File: src/rtl/uart_rx_buffer.sv
// ---------------------------------------------------------------------------
// uart_rx_buffer
//
// Purpose:
//   Receive side of the UART path. An 8N1 deserialiser samples the serial rx
//   line and pushes each good byte into a small circular FIFO. The host
//   drains that FIFO with a read-enable handshake and full/empty flags.
//
// Ports:
//   clk        in   buffer clock; everything runs on the rising edge
//   reset      in   asynchronous, active-low reset
//   rx         in   asynchronous serial line, idles high
//   rd_en      in   pop one byte from the FIFO (ignored while empty)
//   dout       out  byte popped by the last accepted rd_en (held otherwise)
//   full       out  FIFO holds DEPTH entries
//   empty      out  FIFO holds no entries
//   count      out  current FIFO occupancy
//   frame_err  out  one-cycle pulse: stop bit sampled low, byte dropped
//   overrun    out  one-cycle pulse: good byte dropped because FIFO was full
// ---------------------------------------------------------------------------
module uart_rx_buffer #(
    parameter int CLKS_PER_BIT = 27,
    parameter int DEPTH        = 16,
    parameter int ADDR_W       = 4
) (
    input  logic              clk,
    input  logic              reset,
    input  logic              rx,
    input  logic              rd_en,
    output logic [7:0]        dout,
    output logic              full,
    output logic              empty,
    output logic [ADDR_W:0]   count,
    output logic              frame_err,
    output logic              overrun
);

    // Bit-timing counter must hold CLKS_PER_BIT-1.
    localparam int CNT_W = (CLKS_PER_BIT > 2) ? $clog2(CLKS_PER_BIT) : 1;

    // Start bit is re-checked half a bit after the falling edge so that all
    // later samples land near the middle of each bit cell.
    localparam logic [CNT_W-1:0] HALF_CNT = CNT_W'((CLKS_PER_BIT - 1) / 2);
    localparam logic [CNT_W-1:0] FULL_CNT = CNT_W'(CLKS_PER_BIT - 1);
    localparam logic [ADDR_W:0]  DEPTH_CNT = (ADDR_W + 1)'(DEPTH);

    typedef enum logic [1:0] {
        IDLE  = 2'd0,
        START = 2'd1,
        DATA  = 2'd2,
        STOP  = 2'd3
    } rx_state_t;

    // -----------------------------------------------------------------------
    // State and storage
    // -----------------------------------------------------------------------
    logic             rx_meta_q, rx_meta_d;
    logic             rx_s_q,    rx_s_d;
    logic             rx_prev_q, rx_prev_d;

    rx_state_t        state_q,   state_d;
    logic [CNT_W-1:0] clk_cnt_q, clk_cnt_d;
    logic [2:0]       bit_idx_q, bit_idx_d;
    logic [7:0]       shift_q,   shift_d;

    logic [ADDR_W:0]  wr_ptr_q,  wr_ptr_d;
    logic [ADDR_W:0]  rd_ptr_q,  rd_ptr_d;
    logic [7:0]       dout_q,    dout_d;
    logic             frame_err_q, frame_err_d;
    logic             overrun_q,   overrun_d;

    logic [7:0]       mem [DEPTH];

    // FSM-to-FIFO handshake and FIFO status
    logic             stop_good;
    logic             push;
    logic             pop;
    logic [ADDR_W:0]  occupancy;
    logic             fifo_full;
    logic             fifo_empty;

    // -----------------------------------------------------------------------
    // Two-flop synchroniser plus one history flop for falling-edge detection.
    // Everything downstream looks at rx_s_q only, never at raw rx.
    // -----------------------------------------------------------------------
    always_comb begin
        rx_meta_d = rx;
        rx_s_d    = rx_meta_q;
        rx_prev_d = rx_s_q;
    end

    // -----------------------------------------------------------------------
    // Receive FSM: next state, bit timing and shift register.
    // stop_good flags a stop bit sampled high; the FIFO logic decides whether
    // that becomes a push or an overrun.
    // -----------------------------------------------------------------------
    always_comb begin
        state_d     = state_q;
        clk_cnt_d   = clk_cnt_q;
        bit_idx_d   = bit_idx_q;
        shift_d     = shift_q;
        stop_good   = 1'b0;
        frame_err_d = 1'b0;

        unique case (state_q)
            IDLE: begin
                if (rx_prev_q && !rx_s_q) begin
                    clk_cnt_d = '0;
                    state_d   = START;
                end
            end

            START: begin
                if (clk_cnt_q == HALF_CNT) begin
                    clk_cnt_d = '0;
                    // A line back high by mid-start was a glitch.
                    if (!rx_s_q) begin
                        bit_idx_d = 3'd0;
                        state_d   = DATA;
                    end else begin
                        state_d   = IDLE;
                    end
                end else begin
                    clk_cnt_d = clk_cnt_q + 1'b1;
                end
            end

            DATA: begin
                if (clk_cnt_q == FULL_CNT) begin
                    clk_cnt_d          = '0;
                    shift_d[bit_idx_q] = rx_s_q;
                    if (bit_idx_q == 3'd7) begin
                        state_d = STOP;
                    end else begin
                        bit_idx_d = bit_idx_q + 1'b1;
                    end
                end else begin
                    clk_cnt_d = clk_cnt_q + 1'b1;
                end
            end

            STOP: begin
                if (clk_cnt_q == FULL_CNT) begin
                    clk_cnt_d = '0;
                    state_d   = IDLE;
                    if (rx_s_q) begin
                        stop_good = 1'b1;
                    end else begin
                        frame_err_d = 1'b1;
                    end
                end else begin
                    clk_cnt_d = clk_cnt_q + 1'b1;
                end
            end

            default: begin
                state_d = IDLE;
            end
        endcase
    end

    // -----------------------------------------------------------------------
    // FIFO control. Pointers carry one extra wrap bit so full and empty are
    // distinguishable by a plain subtraction. A pop frees a slot in the same
    // cycle, so a push while full still succeeds if the host is reading.
    // A pop while empty is ignored even when a push lands that cycle.
    // -----------------------------------------------------------------------
    always_comb begin
        occupancy  = wr_ptr_q - rd_ptr_q;
        fifo_full  = (occupancy == DEPTH_CNT);
        fifo_empty = (occupancy == '0);

        pop       = rd_en && !fifo_empty;
        push      = stop_good && (!fifo_full || pop);
        overrun_d = stop_good && !push;

        wr_ptr_d = wr_ptr_q;
        rd_ptr_d = rd_ptr_q;
        dout_d   = dout_q;

        if (push) begin
            wr_ptr_d = wr_ptr_q + 1'b1;
        end
        if (pop) begin
            rd_ptr_d = rd_ptr_q + 1'b1;
            dout_d   = mem[rd_ptr_q[ADDR_W-1:0]];
        end
    end

    // -----------------------------------------------------------------------
    // Register bank. Synchroniser flops reset to the idle line level so that
    // leaving reset never looks like a start edge.
    // -----------------------------------------------------------------------
    always_ff @(posedge clk or negedge reset) begin
        if (!reset) begin
            rx_meta_q   <= 1'b1;
            rx_s_q      <= 1'b1;
            rx_prev_q   <= 1'b1;
            state_q     <= IDLE;
            clk_cnt_q   <= '0;
            bit_idx_q   <= 3'd0;
            shift_q     <= 8'h00;
            wr_ptr_q    <= '0;
            rd_ptr_q    <= '0;
            dout_q      <= 8'h00;
            frame_err_q <= 1'b0;
            overrun_q   <= 1'b0;
        end else begin
            rx_meta_q   <= rx_meta_d;
            rx_s_q      <= rx_s_d;
            rx_prev_q   <= rx_prev_d;
            state_q     <= state_d;
            clk_cnt_q   <= clk_cnt_d;
            bit_idx_q   <= bit_idx_d;
            shift_q     <= shift_d;
            wr_ptr_q    <= wr_ptr_d;
            rd_ptr_q    <= rd_ptr_d;
            dout_q      <= dout_d;
            frame_err_q <= frame_err_d;
            overrun_q   <= overrun_d;
        end
    end

    // -----------------------------------------------------------------------
    // Byte storage. No reset needed: an entry is only read after it has been
    // written. A simultaneous push and pop at the same slot (full FIFO) reads
    // the old contents because the read above uses pre-edge memory.
    // -----------------------------------------------------------------------
    always_ff @(posedge clk) begin
        if (push) begin
            mem[wr_ptr_q[ADDR_W-1:0]] <= shift_q;
        end
    end

    assign dout      = dout_q;
    assign full      = fifo_full;
    assign empty     = fifo_empty;
    assign count     = occupancy;
    assign frame_err = frame_err_q;
    assign overrun   = overrun_q;

endmodule

File: config.mk
export PLATFORM = sky130hd
export DESIGN_NAME = uart_rx_buffer
export DESIGN_NICKNAME = d
export VERILOG_FILES = /design/src/rtl/uart_rx_buffer.sv
export SDC_FILE = /design/constraint.sdc
export NUM_CORES = 1
export LEC_CHECK = 0
export BUFFER_PORTS_ARGS = -buffer_cell sky130_fd_sc_hd__buf_2
export CAP_MARGIN = 20
export CORE_UTILIZATION = 42
export DETAILED_ROUTE_END_ITERATION = 12
export SETUP_SLACK_MARGIN = 0.2
export SYNTH_ARGS = -nofsm -noshare
export SYNTH_HDL_FRONTEND = slang
export SYNTH_SLANG_ARGS = --single-unit
File: constraint.sdc
create_clock -name clk -period 2.9 [get_ports clk]
set_clock_uncertainty 0.15 [all_clocks]
set_input_delay 0.58 -clock clk [delete_from_list [all_inputs] [get_ports clk]]
set_output_delay 0.58 -clock clk [all_outputs]
set_load 0.05 [all_outputs]
==> results of run 1 <==
[cell usage after synthesis, drive strengths merged, types with 2 or more instances]
cell,n,area (sq um)
a211oi,2,15.01
a21oi,5,25.02
and2,2,12.51
and3,17,106.4
and4,2,17.52
buf,5,31.28
clkbuf,6,22.52
dfrtp,38,950.9
dfstp,3,78.83
edfxtp,128,3844
ha,14,175.2
inv,14,52.55
mux2,15,172.7
mux4,32,720.7
nand2,20,77.58
nand3,12,60.06
nand3b,2,15.01
nand4,3,18.77
nand4b,3,26.28
nor2,15,58.81
nor2b,4,25.02
nor3,7,35.03
nor3b,3,22.52
o21ai,13,65.06
o22ai,16,100.1
xnor2,5,43.79
xor2,7,61.31
[logic make-up after synthesis]
family,count (synthesis),synth area share
flip-flops,169,0.7014
AND/OR/NAND/NOR,92,0.07077
multiplexers,47,0.1286
AO/OA/AOI/OAI,43,0.04070
buffers and inverters,25,0.01531
adder cells (fa/ha/maj),15,0.02809
XOR/XNOR,12,0.01513
[stage by stage]
stage	TNS (ns)	worst slack, ns
3_3_place_gp	-6.649	-0.09918
5_1_grt	-49.93	-0.4696
6_report	-29.30	-0.3637
4_1_cts	-11.64	-0.3547
2_1_floorplan	-21.66	-0.2021
3_5_place_dp	-12.53	-0.1571
[registers in the layout, indices dropped and copies added (netlist names), named ones only]
register and count:
rd_ptr_q 5, clk_cnt_q 5, state_q 1, shift_q 8
mem 128, bit_idx_q 3, dout 8, rx_prev_q 1
rx_meta_q 1, rx_prev_d 1, overrun 1, wr_ptr_q 5
frame_err 1
[worst reg2reg max path, stage by stage, from the launching register on]
cell	delay, ns
dfrtp_2	0.42
ha_4	0.17
inv_2	0.04
fa_2	0.46
nand3b_1	0.18
a211o_1	0.31
buf_6	0.14
buf_6	0.10
a2111oi_4	0.45
nor2_4	0.08
buf_6	0.16
and3_4	0.22
[cell type report]
cell class                 count  area (sq um)  area share
sequential                   169          4875      0.5709
clock inverter                13         200.2     0.02345
multi-input combinational    210          2231      0.2613
timing repair buffer          56         473.0     0.05539
tap                          216         270.3     0.03165
inverter                      14         56.30    0.006594
clock buffer                  19         432.9     0.05070
[per-layer routing]
metal,up-vias,GRT usage
met5,-,0
met4,0,0.07235
met1,1891,0.2531
li1,1718,-
met2,101,0.2894
met3,19,0.04723
[final timing paths]
kind	startpoint	slack, ns	depth (start not counted)	endpoint
max in group asynchronous	reset	1.76	1	rd_ptr_q[0]$_DFFE_PN0P_
max	rd_ptr_q[0]$_DFFE_PN0P_	-0.36	8	full
min in group asynchronous	reset	0.17	1	state_q[0]$_DFFE_PN0P_
min reg2reg	rx_meta_q$_DFF_PN1_	0.21	0	rx_prev_d$_DFF_PN1_
min	rx	0.10	1	rx_meta_q$_DFF_PN1_
max reg2reg	rd_ptr_q[0]$_DFFE_PN0P_	-0.24	11	mem[5][4]$_DFFE_PP_
[layout by cell type (no fill, tap or decap), drive strengths merged, types with 2 or more instances in the layout]
| cell | n |
|---|---|
| mux2 | 15 |
| dfstp | 3 |
| nand3 | 12 |
| xor2 | 7 |
| xnor2 | 5 |
| nand4 | 3 |
| dfrtp | 38 |
| mux4 | 32 |
| nor2 | 15 |
| and3 | 17 |
| nor3b | 3 |
| bufinv | 5 |
| and4 | 2 |
| nand3b | 2 |
| ha | 14 |
| nor2b | 4 |
| o22ai | 16 |
| and2 | 2 |
| nand4b | 3 |
| clkbuf | 19 |
| nand2 | 21 |
| a21oi | 5 |
| clkinv | 7 |
| buf | 56 |
| o21ai | 13 |
| a211oi | 2 |
| inv | 14 |
| nor3 | 7 |
| edfxtp | 128 |
[power by group through the flow]
stage | combinational [W] | sequential (W) | clock [W]
3_5_place_dp | 0.00238 | 0.00295 | 0
6_report | 0.00274 | 0.00291 | 0.00240
3_3_place_gp | 0.00236 | 0.00294 | 0
5_1_grt | 0.00293 | 0.00293 | 0.00254
2_1_floorplan | 0.00157 | 0.00311 | 0
4_1_cts | 0.00256 | 0.00290 | 0.00245
[repair_timing]
action	in CTS	in global routing
resized for setup	36	27
hold buffers	0	0
endpoints found under the setup margin	146	148
buffers inserted	9	6
cloned	2	1
hold endpoints to repair	0	0
pin swaps	7	7
==> summary.txt, run 1 <==
Longest Clk Path Bufs: 2
Cell Area, Synth: 6948 sq um
Post-route DRC: 0
grt ovf: 0
most used cell, CP: buf_6
final WL: 14.28 mm
clock sink total: 169
Sw Share: 0.3253
fin area: 8538 sq um
syn nets: 422
die width: 130.6 microns
max cap viols: 0
sequential fraction of design power: 0.361
worst min path class: in -> reg
Final Hold Fails: 0
critical setup path kind: reg -> out
Power Density: 942.6 nW/um^2
status: complete, but fails checks
CP Data Required Time: 2.17 ns
met1 WL: 6.237 mm
H-Tree Depth: 4
core area: 16,000 sq um
hpwl dp: 9.001 mm
YS warnings: 0
Critical Path Max Stage Delay: 0.46 ns
Int Power: 0.005430 W
total CTS buffers: 17
total global routing track utilization: 0.1862
DR pass1 iterations: 4
row cnt: 46
CP Buf/Inv Count: 3
share of the core filled with cells: 0.5336
critical path peak fanout: 3
buffers added on ports: 20
CP max stage cell: fa_2
CP delay by family, top: adder cells
Die ar.: 17,060 sq um
CTS clk-pin slew, worst paths: 0.06 ns
uppermost layer routed: met4
Avg WL per Cell: 20.48 microns
gpl congestion: 0.7643
fin crit period: 3.264 ns
worst relative slew slack: 0.3450
# setup viols final: 136
final net count: 487
num ports: 21
crit path launch type: flip-flop
Post-synth EDFFs: 128
via count: 3,729
Synth Flop Type: edfxtp_1
Worst Hold Slack: 0.1040 ns
largest net degree at the start of global routing: 42
Post-DRT Antenna Nets: 0
met2 routed WL: 6.777 mm
initial antenna violation count: 0
nature of the critical path endpoint: primary output
syn_area_per_cell: 17.24 sq um
fin crit share: 1.125
DR iter-0 viols: 297
Worst-Margin Slew: 0.9824 ns
Post-Place Cells: 647
vias per inst: 5.350
TritonCTS clock tree: yes
clock power share: 0.298
Max Fclk: 0.3064 GHz
worst setup margin: -0.3637 ns
Die H: 130.6 microns
placed instance area: 7523 sq um
Distinct cells, synth: 41
Layout area overhead: 22.89%
Yosys reg bits: 169
Power, Total: 0.008048 W
unrepaired setup endpoints after global routing: yes
VDD IR-drop max: 0.001185 V
post-synthesis sequential area ratio: 0.7014
n_diodes: 0
Switch Pwr: 0.002618 W
Initial Util: 0.4342
Synth Instances: 403
Gate power share: 0.341
violated checks: negative setup slack
fill count: 1,317
worst path arrival time: 2.53 ns
Worst-Skew Late Latency: 0.42 ns
async set or reset register ratio after synthesis: 0.2426
Pleak: 3.103 nW
share of layout cells above drive strength 1: 0.3617
global-route wire length before repair: 22.29 mm
Final Instance Count excl. Fillers: 697
vias in the first global route: 3,861
WL met3: 961 microns
max-slew violation count: 0
crit-path cells: ha_4, inv_2, fa_2, nand3b_1, a211o_1, buf_6, a211oi_4, buf_6
root buffer cell: clkbuf_16
Power figures use the tool's default switching activity.
==> inputs of run 2 (changes only) <==
--- a/config.mk
+++ b/config.mk
@@ -5,10 +5,10 @@
 export SDC_FILE = /design/constraint.sdc
 export NUM_CORES = 1
 export LEC_CHECK = 0
-export BUFFER_PORTS_ARGS = -buffer_cell sky130_fd_sc_hd__buf_2
 export CAP_MARGIN = 20
 export CORE_UTILIZATION = 42
 export DETAILED_ROUTE_END_ITERATION = 12
+export DONT_BUFFER_PORTS = 1
 export SETUP_SLACK_MARGIN = 0.2
 export SYNTH_ARGS = -nofsm -noshare
 export SYNTH_HDL_FRONTEND = slang
==> run 2 against run 1 <==
  * The run still ends with negative setup slack left
  * Total power decreased by 7.2%
  * Sequential power increased by 6.9%
  * Global-route usage decreased by 0.11 points
==> summary.txt, run 2 (synthesis gave the netlist of run 1 again) <==
Worst-Skew Late Latency: 0.42 ns (about the same)
Power Density: 907.7 nW/um^2 (-3.7%)
final WL: 14.24 mm (-0.27%)
VDD IR-drop max: 0.0009225 V (-22%)
total CTS buffers: 17 (unchanged)
CP max stage cell: fa_2
met1 WL: 6.431 mm (+3.1%)
Die ar.: 17,060 sq um (unchanged)
global-route wire length before repair: 22.08 mm (-0.93%)
root buffer cell: clkbuf_16
worst path arrival time: 2.54 ns (about the same)
fin area: 8229 sq um (-3.6%)
worst setup margin: -0.3717 ns (-0.008035 ns)
initial antenna violation count: 0 (unchanged)
worst relative slew slack: 0.5108 (+0.1657)
violated checks: negative setup slack
share of layout cells above drive strength 1: 0.3210 (-0.04079)
Post-DRT Antenna Nets: 0 (unchanged)
Layout area overhead: 18.44%
max FFs per register: 128 (unchanged)
buffers added on ports: 0 (-100%)
fin crit share: 1.128 (+0.002771)
Post-Place Cells: 629 (-2.8%)
H-Tree Depth: 4 (unchanged)
crit path launch type: flip-flop
most used cell, CP: inv_2
CP delay by family, top: adder cells
n_diodes: 0 (unchanged)
CP Data Required Time: 2.17 ns (about the same)
via count: 3,689 (-1.1%)
critical path peak fanout: 3 (unchanged)
Post-route DRC: 0 (unchanged)
status: complete, but fails checks
largest net degree at the start of global routing: 42 (unchanged)
CTS clk-pin slew, worst paths: 0.06 ns (about the same)
nature of the critical path endpoint: primary output
core area: 16,000 sq um (unchanged)
die width: 130.6 microns (unchanged)
Worst-Margin Slew: 0.7294 ns (-0.2530 ns)
TritonCTS clock tree: yes
Worst Hold Slack: 0.1652 ns (+0.06120 ns)
vias per inst: 5.473 (+2.3%)
Avg WL per Cell: 21.12 microns (+3.1%)
uppermost layer routed: met4
max-slew violation count: 0 (unchanged)
Pleak: 2.895 nW (-6.7%)
met2 routed WL: 6.618 mm (-2.3%)
worst min path class: in -> reg
Final Hold Fails: 0 (unchanged)
Critical Path Max Stage Delay: 0.44 ns (-0.02 ns)
gpl congestion: 0.7654 (+0.14%)
hpwl dp: 9.135 mm (+1.5%)
most common cell after layout, fill and taps aside: edfxtp_1
crit-path cells: inv_2, ha_4, inv_2, fa_2, nand3b_1, a211o_1, buf_6, a211oi_4, buf_12
most frequent cells in the layout: edfxtp_1 (128), dfrtp_1 (37), mux4_2 (32)
grt ovf: 0 (unchanged)
max cap viols: 0 (unchanged)
critical setup path kind: reg -> out
final net count: 464 (-4.7%)
placed instance area: 7463 sq um (-0.80%)
WL met3: 919 microns (-4.4%)
Die H: 130.6 microns (unchanged)
num ports: 21 (unchanged)
Initial Util: 0.4342 (unchanged)
Max Fclk: 0.3056 GHz (-0.25%)
total global routing track utilization: 0.1851 (-0.001072)
fin crit period: 3.272 ns (+0.008035 ns)
DR pass1 iterations: 5 (+1)
setup TNS: -5.274 ns (+24.03 ns)
Final Instance Count excl. Fillers: 674 (-3.3%)
CP Buf/Inv Count: 4 (+1)
# setup viols final: 132 (-2.9%)
Longest Clk Path Bufs: 2 (unchanged)
unrepaired setup endpoints after global routing: yes
vias in the first global route: 3,847 (-0.36%)
DR iter-0 viols: 399 (+34%)
clock sink total: 169 (unchanged)
row cnt: 46 (unchanged)
run 2: worst paths after layout:
kind                                      endpoint  cells after the start                     from  slack [ns]
setup / recovery                              full                      9  wr_ptr_q[0]$_DFFE_PN0P_       -0.37
min in group asynchronous      dout[5]$_DFFE_PN0P_                      2                    reset        0.56
hold / removal             rd_ptr_q[3]$_DFFE_PN0P_                      2                    rd_en        0.17
hold reg to reg                rx_prev_d$_DFF_PN1_                      0      rx_meta_q$_DFF_PN1_        0.21
max in group asynchronous      rx_prev_q$_DFF_PN1_                      2                    reset        1.78
setup reg to reg              mem[13][2]$_DFFE_PP_                     11  wr_ptr_q[0]$_DFFE_PN0P_       -0.06
run 2: metrics by stage:
step / util / total power [W] / worst slack, ns
after floorplan: - / 0.004681 / -0.2021
after global placement: 0.4665 / 0.005266 / -0.1068
after detailed placement: 0.4665 / 0.005288 / -0.1671
after CTS: 0.5112 / 0.007463 / -0.3866
after global routing: 0.5143 / 0.007819 / -0.4512
final: 0.5143 / 0.007470 / -0.3717
run 2: layout make-up:
type                       instances  area, sq um
tap                              216        270.3
fill                            1342         7771
sequential                       169         4875
inverter                          14        56.30
clock buffer                      18        429.2
clock inverter                    14        123.9
multi-input combinational        211         2166
timing repair buffer              32        309.0
run 2: power breakdown:
group / total (W) / switching, W / leakage (nW) / internal, W
Sequential: 0.00311 / 0.000368 / 1.69 / 0.00274
Clock: 0.00213 / 0.000942 / 0.270 / 0.00119
Combinational: 0.00223 / 0.00128 / 0.932 / 0.000955
run 2: timing repair:
action,in CTS,in global routing
setup endpoints to repair,143,147
gates cloned,2,1
pin swaps,8,9
hold buffers,3,0
setup buffers,4,3
resized for setup,17,5
endpoints found under the hold margin,42,0
run 2: routing by layer:
metal,vias to the layer above,track usage
met5,-,0
met1,1876,0.2574
met2,114,0.2792
met3,23,0.04927
met4,0,0.07302
li1,1676,-
